<file path="src/rtl/serial_sub_pkg.sv">
// Shared types and the single-bit subtract function for the bit-serial subtractor.
package serial_sub_pkg;

    typedef enum logic [1:0] {
        IDLE = 2'd0,
        RUN  = 2'd1,
        DONE = 2'd2
    } sub_state_t;

    // Returns {borrow_out, difference} for one full-subtract bit.
    function automatic logic [1:0] sub_bit(input logic a, input logic b, input logic br);
        logic d;
        logic bo;
        d  = a ^ b ^ br;
        bo = (~a & b) | (~(a ^ b) & br);
        return {bo, d};
    endfunction

endpackage

</file>
<file path="src/rtl/serial_sub_ctrl_sub_bit_cell.sv">
// Combinational full-subtract bit cell: d = a - b - br, bo = borrow out.
module sub_bit_cell
    import serial_sub_pkg::*;
(
    input  logic a,
    input  logic b,
    input  logic br,
    output logic d,
    output logic bo
);

    always_comb begin
        {bo, d} = sub_bit(a, b, br);
    end

endmodule

</file>
<file path="src/rtl/serial_sub_ctrl.sv">
// Bit-serial W-bit subtractor controller (A - B - Bin, LSB first, W cycles per operation).
// Define SERIAL_SUB_ZERO_EN to add the registered out_zero result flag.
module serial_sub_ctrl
    import serial_sub_pkg::*;
#(
    parameter int W = 8
) (
    input  logic         clk,
    input  logic         rst,
    input  logic         in_valid,
    output logic         in_ready,
    input  logic [W-1:0] in_a,
    input  logic [W-1:0] in_b,
    input  logic         in_bin,
    output logic         out_valid,
    input  logic         out_ready,
    output logic [W-1:0] out_diff,
    output logic         out_borrow
`ifdef SERIAL_SUB_ZERO_EN
    ,
    output logic         out_zero
`endif
);

    localparam int CW = $clog2(W + 1);

    sub_state_t    state;
    sub_state_t    state_next;
    logic          accept;
    logic          last;

    logic [CW-1:0] cnt;
    logic [W-1:0]  sh_a;
    logic [W-1:0]  sh_b;
    logic [W-1:0]  res;
    logic [W-1:0]  res_next;
    logic          br;
    logic          cell_d;
    logic          cell_bo;

    sub_bit_cell u_cell (
        .a  (sh_a[0]),
        .b  (sh_b[0]),
        .br (br),
        .d  (cell_d),
        .bo (cell_bo)
    );

    always_ff @(posedge clk) begin
        if (rst) begin
            state <= IDLE;
        end else begin
            state <= state_next;
        end
    end

    always_comb begin
        state_next = state;
        in_ready   = 1'b0;
        out_valid  = 1'b0;
        accept     = 1'b0;
        last       = 1'b0;
        case (state)
            IDLE: begin
                in_ready = ~rst;
                if (in_valid) begin
                    accept     = 1'b1;
                    state_next = RUN;
                end
            end
            RUN: begin
                if (cnt == CW'(W - 1)) begin
                    last       = 1'b1;
                    state_next = DONE;
                end
            end
            DONE: begin
                out_valid = 1'b1;
                if (out_ready) begin
                    state_next = IDLE;
                end
            end
            default: state_next = IDLE;
        endcase
    end

    // New difference bit enters at the MSB so the LSB-first stream lands in place after W shifts.
    always_comb begin
        res_next        = res >> 1;
        res_next[W-1]   = cell_d;
    end

    always_ff @(posedge clk) begin
        if (rst) begin
            cnt        <= '0;
            br         <= 1'b0;
            sh_a       <= '0;
            sh_b       <= '0;
            res        <= '0;
            out_diff   <= '0;
            out_borrow <= 1'b0;
`ifdef SERIAL_SUB_ZERO_EN
            out_zero   <= 1'b0;
`endif
        end else if (accept) begin
            sh_a <= in_a;
            sh_b <= in_b;
            br   <= in_bin;
            cnt  <= '0;
        end else if (state == RUN) begin
            sh_a <= sh_a >> 1;
            sh_b <= sh_b >> 1;
            br   <= cell_bo;
            res  <= res_next;
            if (last) begin
                out_diff   <= res_next;
                out_borrow <= cell_bo;
`ifdef SERIAL_SUB_ZERO_EN
                out_zero   <= (res_next == '0);
`endif
            end else begin
                cnt <= cnt + CW'(1);
            end
        end
    end

endmodule
</file>
<file path="config.mk">
export PLATFORM = sky130hd
export DESIGN_NAME = serial_sub_ctrl
export DESIGN_NICKNAME = d
export VERILOG_FILES = /design/src/rtl/serial_sub_pkg.sv /design/src/rtl/serial_sub_ctrl_sub_bit_cell.sv /design/src/rtl/serial_sub_ctrl.sv
export SDC_FILE = /design/constraint.sdc
export NUM_CORES = 1
export LEC_CHECK = 0
export BUFFER_PORTS_ARGS = -buffer_cell sky130_fd_sc_hd__buf_2
export CAP_MARGIN = 25
export CORE_MARGIN = 2
export CORE_UTILIZATION = 50
export CTS_BUF_LIST = sky130_fd_sc_hd__clkbuf_16
export CTS_CLUSTER_SIZE = 10
export DETAILED_ROUTE_END_ITERATION = 16
export PLACE_DENSITY_LB_ADDON = 0.12
export SETUP_SLACK_MARGIN = 0.1
export SLEW_MARGIN = 30
export SYNTH_ARGS = -nofsm -noshare
export SYNTH_HDL_FRONTEND = slang
export SYNTH_HIERARCHICAL = 1
export SYNTH_SLANG_ARGS = --single-unit
</file>
<file path="constraint.sdc">
create_clock -name clk -period 2.1 [get_ports clk]
set_clock_uncertainty 0.1 [all_clocks]
set_input_delay 0.21 -clock clk [delete_from_list [all_inputs] [get_ports clk]]
set_output_delay 0.21 -clock clk [all_outputs]
set_load 0.05 [all_outputs]
</file>
# Yosys cells after proc, flatten, opt, wreduce, memory -nomap -nowiden
# Cells that the tools add are included.
[word_totals] input_bits=21 output_inout_bits=11 reg_bits=40 elab_cells=48
[op_classes] eq_ne=6 n_reduce_logical=7 n_addsub=1 bitwise=10 muxes=16
[ops] cell="two-way mux 8 bit" count=4
[ops] cell="two-way mux 1 bit" count=8
[ops] cell="two-way mux 2 bit" count=3
[ops] cell="!= test 2 bit, second input constant" count=3
[ops] cell="one-hot mux 2 bit (3 select lines)" count=1
[ops] cell="AND reduction 3 bit" count=2
[ops] cell="NOT 1 bit" count=5
[ops] cell="adder 4 x 1 -> 4 bit, second input constant" count=1
[ops] cell="== test 4 x 3 -> 1 bit, second input constant" count=1
[ops] cell="AND reduction 2 bit" count=2
[ops] cell="AND 1 bit" count=2
[ops] cell="== test 2 x 1 -> 1 bit, second input constant" count=1
[ops] cell="== test 2 bit, second input constant" count=1
[ops] cell="logical NOT 2 bit" count=1
[ops] cell="nonzero test 2 bit" count=1
[ops] cell="OR reduction 2 bit" count=1
[ops] cell="XOR 1 bit" count=2
[ops] cell="bitwise OR 1 bit" count=1

# Longest topological paths before layout
# Gate-level depths: netlist of run 1.
[logic_depth] depth_word=6 ltp_mapped=5 depth_no_buf=5

# By module
# The synthesis of run 1 kept the hierarchy.
[by_module_without_submodules] module="serial_sub_ctrl" instances=1 area_each_um2=1537.7 cells_per_inst=182 seq_area_each_um2=780.7
[by_module_without_submodules] module="sub_bit_cell" instances=1 area_each_um2=31.3 cells_per_inst=4 seq_area_each_um2=0.0

# Least setup slack after synthesis of run 1
# Ideal clock, no wire load.
[synth_timing] kind="input to output" from="in rst" to="out in_ready" setup_slack_ns=0.330 arrival_time_ns=1.460 t_required_ns=1.790 stages=2 n_path_buf=1 path_cell_list="buf_1 nor3_1"
[synth_via] elab_chain_len=2
[synth_lines] element="start, declared" line="serial_sub_ctrl.sv:9" rtl="input logic rst,"
[synth_lines] element="NOT 1 bit" line="serial_sub_ctrl.sv:65" rtl="in_ready = ~rst;"
[synth_lines] element="two-way mux 1 bit" line="serial_sub_ctrl.sv:63" rtl="case (state)"
[synth_lines] element="end, declared" line="serial_sub_ctrl.sv:11" rtl="output logic in_ready,"
# No other way between the ends.

# Final worst setup path of run 1
[layout_timing] from="reg cnt[0]" to="reg cnt[3]"
[layout_via] elab_chain_len=5 elab_cells_between_ends=6 classes_between="add/sub (1); eq/ne (1); mux (2); bitwise (1); reduce/logical (1)"
[layout_lines] element="start, declared" line="serial_sub_ctrl.sv:32" rtl="logic [CW-1:0] cnt;"
[layout_lines] element="start signal, assigned" line="serial_sub_ctrl.sv:122" rtl="cnt <= cnt + CW'(1);"
[layout_lines] element="== test 4 x 3 -> 1 bit" line="serial_sub_ctrl.sv:72" rtl="if (cnt == CW'(W - 1)) begin"
[layout_lines] element="two-way mux 1 bit" line="serial_sub_ctrl.sv:72"
[layout_lines] element="two-way mux 1 bit" line="serial_sub_ctrl.sv:63"
[layout_lines] element="NOT 1 bit (no line)"
[layout_lines] element="AND reduction 2 bit (no line)"
# Parallel ways exist; a longest one is shown, timed or not.
# A chain may end at the register's enable or synchronous reset.

==> results of run 1 <==
area by class of cell:
cell class                 instances  share of cell area (%)
clock buffer                       5                   6.596
clock inverter                     3                  0.5937
inverter                           3                  0.5937
multi-input combinational        129                   37.99
sequential                        39                   41.16
tap                               44                   2.902
timing repair buffer              36                   10.16
per-layer routing:
layer | global-route usage (%) | routed length, um | vias to the layer above
met4 | 9.524 | 27 | 0
met5 | 0 | 0 | -
met3 | 6.494 | 105 | 4
li1 | - | - | 711
met1 | 22.24 | 1384 | 647
met2 | 36.80 | 1730 | 23
stage by stage:
stage / instances / util (%) / total power [mW]
2_1_floorplan: 186 / - / 0.8998
4_1_cts: 259 / 62.52 / 1.636
3_5_place_dp: 251 / 58.02 / 0.9454
3_3_place_gp: 251 / 58.02 / 0.9381
6_report: 259 / 62.64 / 1.624
5_1_grt: 259 / 62.64 / 1.695
synth_stat cells:
master | count | area share, %
a21oi_1 | 36 | 11
and2b_1 | 1 | 0.48
a22oi_1 | 15 | 7.2
clkbuf_1 | 7 | 1.7
nand3_1 | 14 | 4.5
or3_1 | 1 | 0.40
nand3b_1 | 1 | 0.48
or4_1 | 1 | 0.48
and3b_1 | 1 | 0.56
buf_1 | 1 | 0.24
nor2_1 | 2 | 0.48
ha_1 | 1 | 0.80
nor3b_1 | 1 | 0.48
nand2b_1 | 1 | 0.40
o21bai_1 | 1 | 0.48
inv_1 | 3 | 0.72
nand2b_4 | 1 | 0.88
buf_4 | 1 | 0.48
nor4_1 | 1 | 0.40
buf_2 | 6 | 1.9
nor3_1 | 1 | 0.32
a211oi_2 | 1 | 0.80
nor2b_1 | 1 | 0.40
nand2_1 | 32 | 7.7
dfxtp_1 | 39 | 50
a211oi_1 | 2 | 0.96
o21ai_0 | 12 | 3.8
fa_1 | 1 | 1.3
or3b_2 | 1 | 0.56
power groups by stage:
stage | Sequential [mW] | Combinational (mW) | Clock [mW]
after floorplan | 0.796 | 0.104 | 0
after global placement | 0.798 | 0.140 | 0
after detailed placement | 0.800 | 0.145 | 0
after CTS | 0.784 | 0.146 | 0.706
after global routing | 0.787 | 0.165 | 0.744
final | 0.785 | 0.146 | 0.693
state kept, by name, summed over array words and instances, names as in the netlist:
| register | flops |
|---|---|
| br | 1 |
| state | 2 |
| res | 7 |
| out_borrow | 1 |
| sh_b | 8 |
| cnt | 4 |
| out_diff | 8 |
| sh_a | 8 |
worst paths after layout:
kind / start / endpoint / cells after the start / slack [ns]
worst max-delay path: cnt[0] / cnt[3] / 4 / 0.34
worst max register to register: cnt[0] / cnt[3] / 4 / 0.34
worst min register to register: br / br / 2 / 0.35
worst min-delay path: in_b[7] / sh_b[7] / 3 / 0.08
cells by family (layout without fill, tap and decap cells):
| family | after synthesis | after routing | synth area share, % |
|---|---|---|---|
| AOI/OAI and AO/OA | 67 | 67 | 24.72 |
| adders and majority gates | 2 | 2 | 2.073 |
| buffers and inverters | 18 | 47 | 5.024 |
| DFF | 39 | 39 | 49.76 |
| and+or+nand+nor | 60 | 60 | 18.42 |
worst max-delay path, cell delays in order (launching register included):
cell,delay [ns]
dfxtp_1,0.33
ha_1,0.24
and3b_1,0.26
or4_1,0.51
a211oi_2,0.24
==> metrics.txt, run 1 <==
fin crit share=83.80%; Post-Place Setup Slack=0.3478 ns; synthesized cell area=0.001569 mm2; via count=1385; Synth Net Count=about 210; most common cell after layout, fill and taps aside=dfxtp_1; CTS H-tree depth=2; # diodes=0; post-detail-place hpwl=2.188 mm; IO Pins=32; status=finished, final reports clean; final-stage net count=237; FP Rows=20; synth unique cells=29; Final ANT Viol Nets=0; startpoint types=flop; MaxCap Viol Count=0; vias in the first global route=1325; latest clock arrival within the worst-skew pair=~0.28 ns; clock transition at the registers of the reported paths=0.05 ns; worst-margin pin slew=0.5874 ns; Setup WS post-layout=0.3402 ns; CTS Hold Bufs=0; final hold viol count=0; Req. time, crit path=2.20 ns; Initial Utilization=51.82%; layout cell share with drive strength beyond 1=between 20% and 30%; register area=780.7 um2; CTS tree=done; post-CTS setup buffers=0; port bufs=31; gp weighted congestion=0.7137; Rel. slew slack=about 60%; root buf cell=clkbuf_16; Post-route DRC=0; Worst Path Class, Setup=reg2reg; antenna violations before repair=0; first-pass GRT wire length=roughly 5.5 mm; largest net degree at the start of global routing=31; Via density=between 5 and 6; combinational power share=9.0%; setup TNS=0 ns; Post-Route WL=3.247 mm; Die Y=roughly 60 um; RSZ-0062 raised after global routing=no; CTS Buf Count=5; Fill cells=roughly 270; max frequency=0.5682 GHz; HP Class=in2reg; Hold Worst Slack=~0.076 ns; cells after synthesis=between 150 and 200; Max clock buf depth=2; WP data arrival=1.86 ns; Die X-Extent=60.02 um; gr usage total=20.75%; core area=0.003028 mm2; TritonRoute pass-1 iters=4; leakage power=0.7293 nW; fin crit period=about 1.8 ns; DR WL/cell=about 13 um; Flop pwr share=48.3%; power density cells=856.0 mW/mm2; Crit. End Element=flop; PostCTS Resize Cnt=0; critical path fanouts, max=8; Initial DRC Count=85; GRT overflow=0; switch share=between 20% and 30%; FF+latch count, synth=39; most frequent cells in the layout=39 x dfxtp_1, 36 x a21oi_1, 32 x nand2_1; Final setup viols=0; maximum VDD drop=around 640 uV; Area growth, synth to finish=20.89%; Clock Power Share=42.7%; die area=roughly 0.0036 mm2; post-route cell area=between 0.0015 and 0.002 mm2; multi-input logic area=around 720 um2; sequential area share after synthesis=between 40% and 50%; Slew Limit Fails=0; CTS Sinks=39; P_sw=374.8 uW; Synth Area per Inst=roughly 8.4 um2; Int Power=1.249 mW; dpl cell area=0.001757 mm2; Warnings, synthesis=6
Power figures use the tool's default switching activity.
==> run 2: changes to the inputs <==
ABC_AREA = 1   (was default)
clock period = 1.8 ns   (was 2.1 ns; I/O delays follow)
==> metrics.txt, run 2 <==
multi-input logic area=696.9 um2 (was 720.7 um2); ys flop type=dfxtp_1 (unchanged); Synth Area per Inst=7.489 um2 (was 8.436 um2); Rel. slew slack=75.58% (was 60.82%); placed cell count=281 (was 251); worst-margin pin slew=0.3659 ns (was 0.5874 ns); Core Util, Final=63.55% (was 62.64%); clock transition at the registers of the reported paths=0.06 ns (was 0.05 ns); most frequent cells in the layout=50 x nand2_1, 39 x dfxtp_1, 36 x nor2_1 (was 39 x dfxtp_1, 36 x a21oi_1, 32 x nand2_1); most used cell, CP=nor2_2; Hold Worst Slack=0.04203 ns (was 0.07567 ns); port bufs=31 (unchanged); Fill cells=284 (was 265); post-detail-place hpwl=2.141 mm (was 2.188 mm); Req. time, crit path=1.52 ns (was 2.20 ns); Die X-Extent=60.35 um (was 60.02 um); fin crit period=1.604 ns; Synth Net Count=235 (was 209); Final setup viols=0 (unchanged); Worst Path Class, Setup=reg2out (was reg2reg); maximum VDD drop=504.1 uV (was 642.2 uV); Pwr Total=1.946 mW (was 1.624 mW); TritonRoute pass-1 iters=4 (unchanged); synthesized cell area=0.001588 mm2 (was 0.001569 mm2); antenna violations before repair=0 (unchanged); Regs by FF count=out_diff: 8 flops, sh_a: 8 flops, sh_b: 8 flops (unchanged); register area=780.7 um2 (unchanged); Initial Utilization=52.44% (was 51.82%); Initial DRC Count=98 (was 85); die area=0.003642 mm2 (was 0.003602 mm2); post-route cell area=0.001924 mm2 (was 0.001897 mm2); via count=1436 (was 1385); area leader, netlist=dfxtp_1 (unchanged); first-pass GRT wire length=5.513 mm (was 5.540 mm); final-stage net count=269 (was 237); power density cells=1011 mW/mm2 (was 856.0 mW/mm2); count leader, synth=nand2_1 (was dfxtp_1); leakage power=0.8194 nW (was 0.7293 nW); Max clock buf depth=2 (unchanged); crit-path cells=nor2_2 > inv_1 > nor2_2 > buf_2 (was ha_1 > and3b_1 > or4_1 > a211oi_2); gr usage total=20.61% (was 20.75%); P_sw=467.6 uW (was 374.8 uW); MaxCap Viol Count=0 (unchanged); FF+latch count, synth=39 (unchanged); CTS Buf Count=5 (unchanged); latest clock arrival within the worst-skew pair=0.28 ns (about the same); crit-path max cell delay=0.36 ns (was 0.51 ns); CTS tree=done (unchanged); max frequency=0.6235 GHz; vias in the first global route=1270 (was 1325); Area growth, synth to finish=21.20% (was 20.89%); CTS H-tree depth=2 (unchanged); Via density=4.935 (was 5.347); Int Power=1.478 mW (was 1.249 mW); Flop pwr share=48.0% (was 48.3%); HP Class=in2reg (unchanged); sequential area share after synthesis=49.17% (was 49.76%); setup TNS=0 ns (unchanged); IO Pins=32 (unchanged); dpl cell area=0.001770 mm2 (was 0.001757 mm2); switch share=24.03% (was 23.08%); Setup WS post-layout=0.1961 ns (was 0.3402 ns); EDFF count, synth=0 (unchanged); WP data arrival=1.32 ns (was 1.86 ns); fin crit share=between 80% and 90%; Critical path buffers and inverters=2 (was 0); core area=0.003028 mm2 (unchanged); Slew Limit Fails=0 (unchanged); GRT overflow=0 (unchanged); CTS Sinks=39 (unchanged); layout cell share with drive strength beyond 1=20.24% (was 21.86%); largest net degree at the start of global routing=19 (was 31); combinational power share=9.7% (was 9.0%); Clock Power Share=42.3% (was 42.7%); Post-Place Setup Slack=0.2267 ns (was 0.3478 ns); DR WL/cell=11.31 um (was 12.54 um); CP delay by family, top=flip-flops (was simple AND/OR/NAND/NOR gates); top cells by area, synth=dfxtp_1 49%, nand2_1 12%, nor2_1 8.7%, a31oi_1 5.9%, nand3_1 5.0% (was dfxtp_1 50%, a21oi_1 11%, nand2_1 7.7%, a22oi_1 7.2%, nand3_1 4.5%); Finished Layout Cells=291 (was 259); Slowest-stage cell, CP=dfxtp_1 (was or4_1); FP Rows=20 (unchanged); Warnings, synthesis=6 (unchanged); CTS Hold Bufs=0 (unchanged); final hold viol count=0 (unchanged); startpoint types=flop (unchanged); Post-route DRC=0 (unchanged); RSZ-0062 raised after global routing=no (unchanged); Final ANT Viol Nets=0 (unchanged); root buf cell=clkbuf_16 (unchanged); Synth top area share=49.17% (was 49.76%); gp weighted congestion=0.7703 (was 0.7137); synth unique cells=23 (was 29); Die Y=60.35 um (was 60.02 um); Post-Route WL=3.290 mm (was 3.247 mm); # diodes=0 (unchanged); cells after synthesis=212 (was 186); status=finished, final reports clean (unchanged); most common cell after layout, fill and taps aside=nand2_1 (was dfxtp_1); asr flop ratio synth=0% (unchanged); Crit. End Element=output port (was flop); synth cell count leaders=50 x nand2_1, 39 x dfxtp_1, 37 x nor2_1 (was 39 x dfxtp_1, 36 x a21oi_1, 32 x nand2_1); critical path fanouts, max=6 (was 8)
-- run 2: logic make-up after synthesis --
family,synth area share [%]
compound gates,14.18
fa+ha+maj,2.049
buf+inv,7.091
flops,49.17
simple gates,27.50
-- run 2: layout make-up --
| cell class | count | area share (%) |
|---|---|---|
| clock buffers | 5 | 6.502 |
| clock inverters | 3 | 0.6502 |
| inverters | 14 | 2.926 |
| multi-input cells | 149 | 36.22 |
| flip-flops and latches | 39 | 40.57 |
| well taps | 44 | 2.861 |
| repair buffers | 36 | 10.01 |
| repair inverters | 1 | 0.2601 |
-- run 2: metal layers --
metal	vias to the layer above	GRT usage (%)	part of all wire, %
met1	647	25.94	47
met5	-	0	0
met2	31	32.92	48
li1	754	-	-
met3	4	6.397	4.3
met4	0	8.571	0.76
-- run 2: repair_timing --
item	4_1_cts	5_1_grt
endpoints found under the setup margin	0	8
setup buffers	0	1
resized for setup	0	2
-- run 2: final timing paths --
kind                 start          end  slack, ns  cells past startpoint
setup / recovery  state[0]     in_ready       0.20                      4
hold reg to reg    sh_b[7]      sh_b[7]       0.36                      2
setup reg to reg    cnt[0]  out_diff[0]       0.23                      7
hold / removal     in_b[7]      sh_b[7]       0.04                      3
-- run 2: worst register-to-register path, delay by kind of cell, from the launching register on --
| family | cells | cell delay, ns |
|---|---|---|
| adder cells (fa/ha/maj) | 1 | 0.23 |
| AND/OR/NAND/NOR | 5 | 0.55 |
| buffers and inverters | 1 | 0.24 |
| flip-flops | 1 | 0.35 |
-- run 2: power groups by stage --
stage | logic (mW) | registers [mW] | clock network (mW)
2_1_floorplan | 0.137 | 0.946 | 0
3_3_place_gp | 0.186 | 0.951 | 0
3_5_place_dp | 0.188 | 0.951 | 0
4_1_cts | 0.190 | 0.933 | 0.837
5_1_grt | 0.213 | 0.938 | 0.890
6_report | 0.188 | 0.934 | 0.824
==> run 3: changes to the inputs <==
--- a/constraint.sdc
+++ b/constraint.sdc
@@ -4,2 +4,2 @@
 set_output_delay 0.18 -clock clk [all_outputs]
-set_load 0.05 [all_outputs]
+set_load 0.01 [all_outputs]
==> metrics.txt, run 3 (same netlist as run 2, synthesis figures left out) <==
status=finished, final reports clean (unchanged); MaxCap Viol Count=0 (unchanged); max frequency=0.6293 GHz (was 0.6235 GHz); worst hold endpoint=sh_a[7] (was sh_b[7]); Final ANT Viol Nets=0 (unchanged); gp weighted congestion=0.7702 (was 0.7703); reg2reg start=cnt[0] (unchanged); latest clock arrival within the worst-skew pair=0.27 ns (was 0.28 ns); GRT overflow=0 (unchanged); Area growth, synth to finish=20.80% (was 21.20%); TritonRoute pass-1 iters=4 (unchanged); Int Power=1.480 mW (was 1.478 mW); post-route cell area=0.001918 mm2 (was 0.001924 mm2); first-pass GRT wire length=5.292 mm (was 5.513 mm); CTS tree=done (unchanged); Rel. slew slack=76.12% (was 75.58%); RSZ-0062 raised after global routing=no (unchanged); layout cell share with drive strength beyond 1=19.11% (was 20.24%); Slew Limit Fails=0 (unchanged); post-detail-place hpwl=2.140 mm (was 2.141 mm); port bufs=31 (unchanged); antenna violations before repair=0 (unchanged); combinational power share=9.5% (was 9.7%); dpl cell area=0.001775 mm2 (was 0.001770 mm2); post-CTS setup buffers=0 (unchanged); Worst Hold Depth=3 (unchanged); # diodes=0 (unchanged); clock transition at the registers of the reported paths=0.06 ns (about the same); Crit. End Element=output port (unchanged); critical path fanouts, max=13 (was 6); most common cell after layout, fill and taps aside=nand2_1 (unchanged); crit-path cells=nor2_4 > buf_4 > inv_1 > nor2_1 > buf_2 (was nor2_2 > inv_1 > nor2_2 > buf_2); Finished Layout Cells=290 (was 291); HP Class=in2reg (unchanged); leakage power=0.8245 nW (was 0.8194 nW); Core Util, Final=63.35% (was 63.55%); Initial Utilization=52.44% (unchanged); hold path startpoint=in_a[7] (was in_b[7]); FP Rows=20 (unchanged); maximum VDD drop=551.6 uV (was 504.1 uV); most frequent cells in the layout=50 x nand2_1, 39 x dfxtp_1, 37 x nor2_1 (was 50 x nand2_1, 39 x dfxtp_1, 36 x nor2_1); DR WL/cell=10.66 um (was 11.31 um); CTS H-tree depth=2 (unchanged); Max clock buf depth=2 (unchanged); Slowest-stage cell, CP=dfxtp_1 (unchanged); Post-route DRC=0 (unchanged); Worst Path Class, Setup=reg2out (unchanged); via count=1434 (was 1436); largest net degree at the start of global routing=21 (was 19); WP data arrival=1.31 ns (was 1.32 ns); final-stage net count=268 (was 269); startpoint types=flop (unchanged); IO Pins=32 (unchanged); crit-path max cell delay=0.37 ns (was 0.36 ns); CTS Sinks=39 (unchanged); worst r2r dst=out_diff[2] (was out_diff[0]); Die X-Extent=60.35 um (unchanged); R2R Setup Slk=0.28 ns (was 0.23 ns); die area=0.003642 mm2 (unchanged); Setup WS post-layout=0.2110 ns (was 0.1961 ns); fin crit period=1.589 ns (was 1.604 ns); P_sw=446.9 uW (was 467.6 uW); Via density=4.945 (was 4.935); CTS Buf Count=5 (unchanged); Post-Route WL=3.091 mm (was 3.290 mm); switch share=23.19% (was 24.03%); register area=780.7 um2 (unchanged); Worst Reg-to-Reg Cells=7 (unchanged); setup TNS=0 ns (unchanged); Initial DRC Count=37 (was 98); Req. time, crit path=1.52 ns (about the same); Regs by FF count=out_diff: 8 flops, sh_a: 8 flops, sh_b: 8 flops (unchanged); root buf cell=clkbuf_16 (unchanged); final hold viol count=0 (unchanged); Die Y=60.35 um (unchanged); worst-margin pin slew=0.3579 ns (was 0.3659 ns); Fill cells=300 (was 284); Post-Place Setup Slack=0.2625 ns (was 0.2267 ns); power density cells=1005 mW/mm2 (was 1011 mW/mm2); Clock Power Share=42.0% (was 42.3%); vias in the first global route=1254 (was 1270); Final setup viols=0 (unchanged); placed cell count=282 (was 281); multi-input logic area=699.4 um2 (was 696.9 um2); fin crit share=88.28% (was 89.11%); core area=0.003028 mm2 (unchanged); gr usage total=19.00% (was 20.61%); Flop pwr share=48.5% (was 48.0%)
run 3: per-layer routing:
layer / GRT usage (%) / share of wire, % / vias up
li1: - / - / 758
met1: 23.63 / 49 / 645
met2: 33.23 / 47 / 31
met3: 3.838 / 3.7 / 0
met4: 5.714 / 0 / 0
met5: 0 / 0 / -
run 3: how the worst max path moves through the flow:
stage | start | endpoint | slack (ns)
floorplan | cnt[0] | out_diff[1] | 0.44
global placement | cnt[0] | out_diff[3] | 0.31
detailed placement | cnt[0] | out_diff[2] | 0.26
CTS | state[1] | in_ready | 0.15
global route | cnt[0] | out_diff[2] | 0.11
finish | state[1] | in_ready | 0.21
run 3: area by class of cell:
type	count	share of cell area [%]
clock inverters	3	0.6523
flip-flops and latches	39	40.70
well taps	44	2.870
multi-input cells	149	36.46
inverters	14	2.740
clock buffers	5	6.523
repair buffers	36	10.05
run 3: power by group through the flow:
stage,Sequential [mW],Combinational [mW],Clock [mW]
floorplan,0.946,0.130,0
global placement,0.951,0.183,0
detailed placement,0.952,0.184,0
CTS,0.934,0.185,0.826
global route,0.940,0.209,0.863
finish,0.935,0.183,0.809
run 3: worst max-delay path: cells and delay by family, from the launching register on:
kind	cells	cell delay [ns]
flops	1	0.37
simple gates	2	0.26
buf+inv	3	0.40
run 3: through the flow:
stage,power [mW],hold WS [ns]
2_1_floorplan,1.076,0.2227
3_3_place_gp,1.134,0.3339
3_5_place_dp,1.136,0.3349
4_1_cts,1.945,0.04640
6_report,1.927,0.04745
5_1_grt,2.011,0.06873
run 3: timing repair:
item,in CTS,in global routing
setup endpoints to repair,0,1
hold endpoints to repair,0,0
resized for setup,0,1
hold buffers,0,0
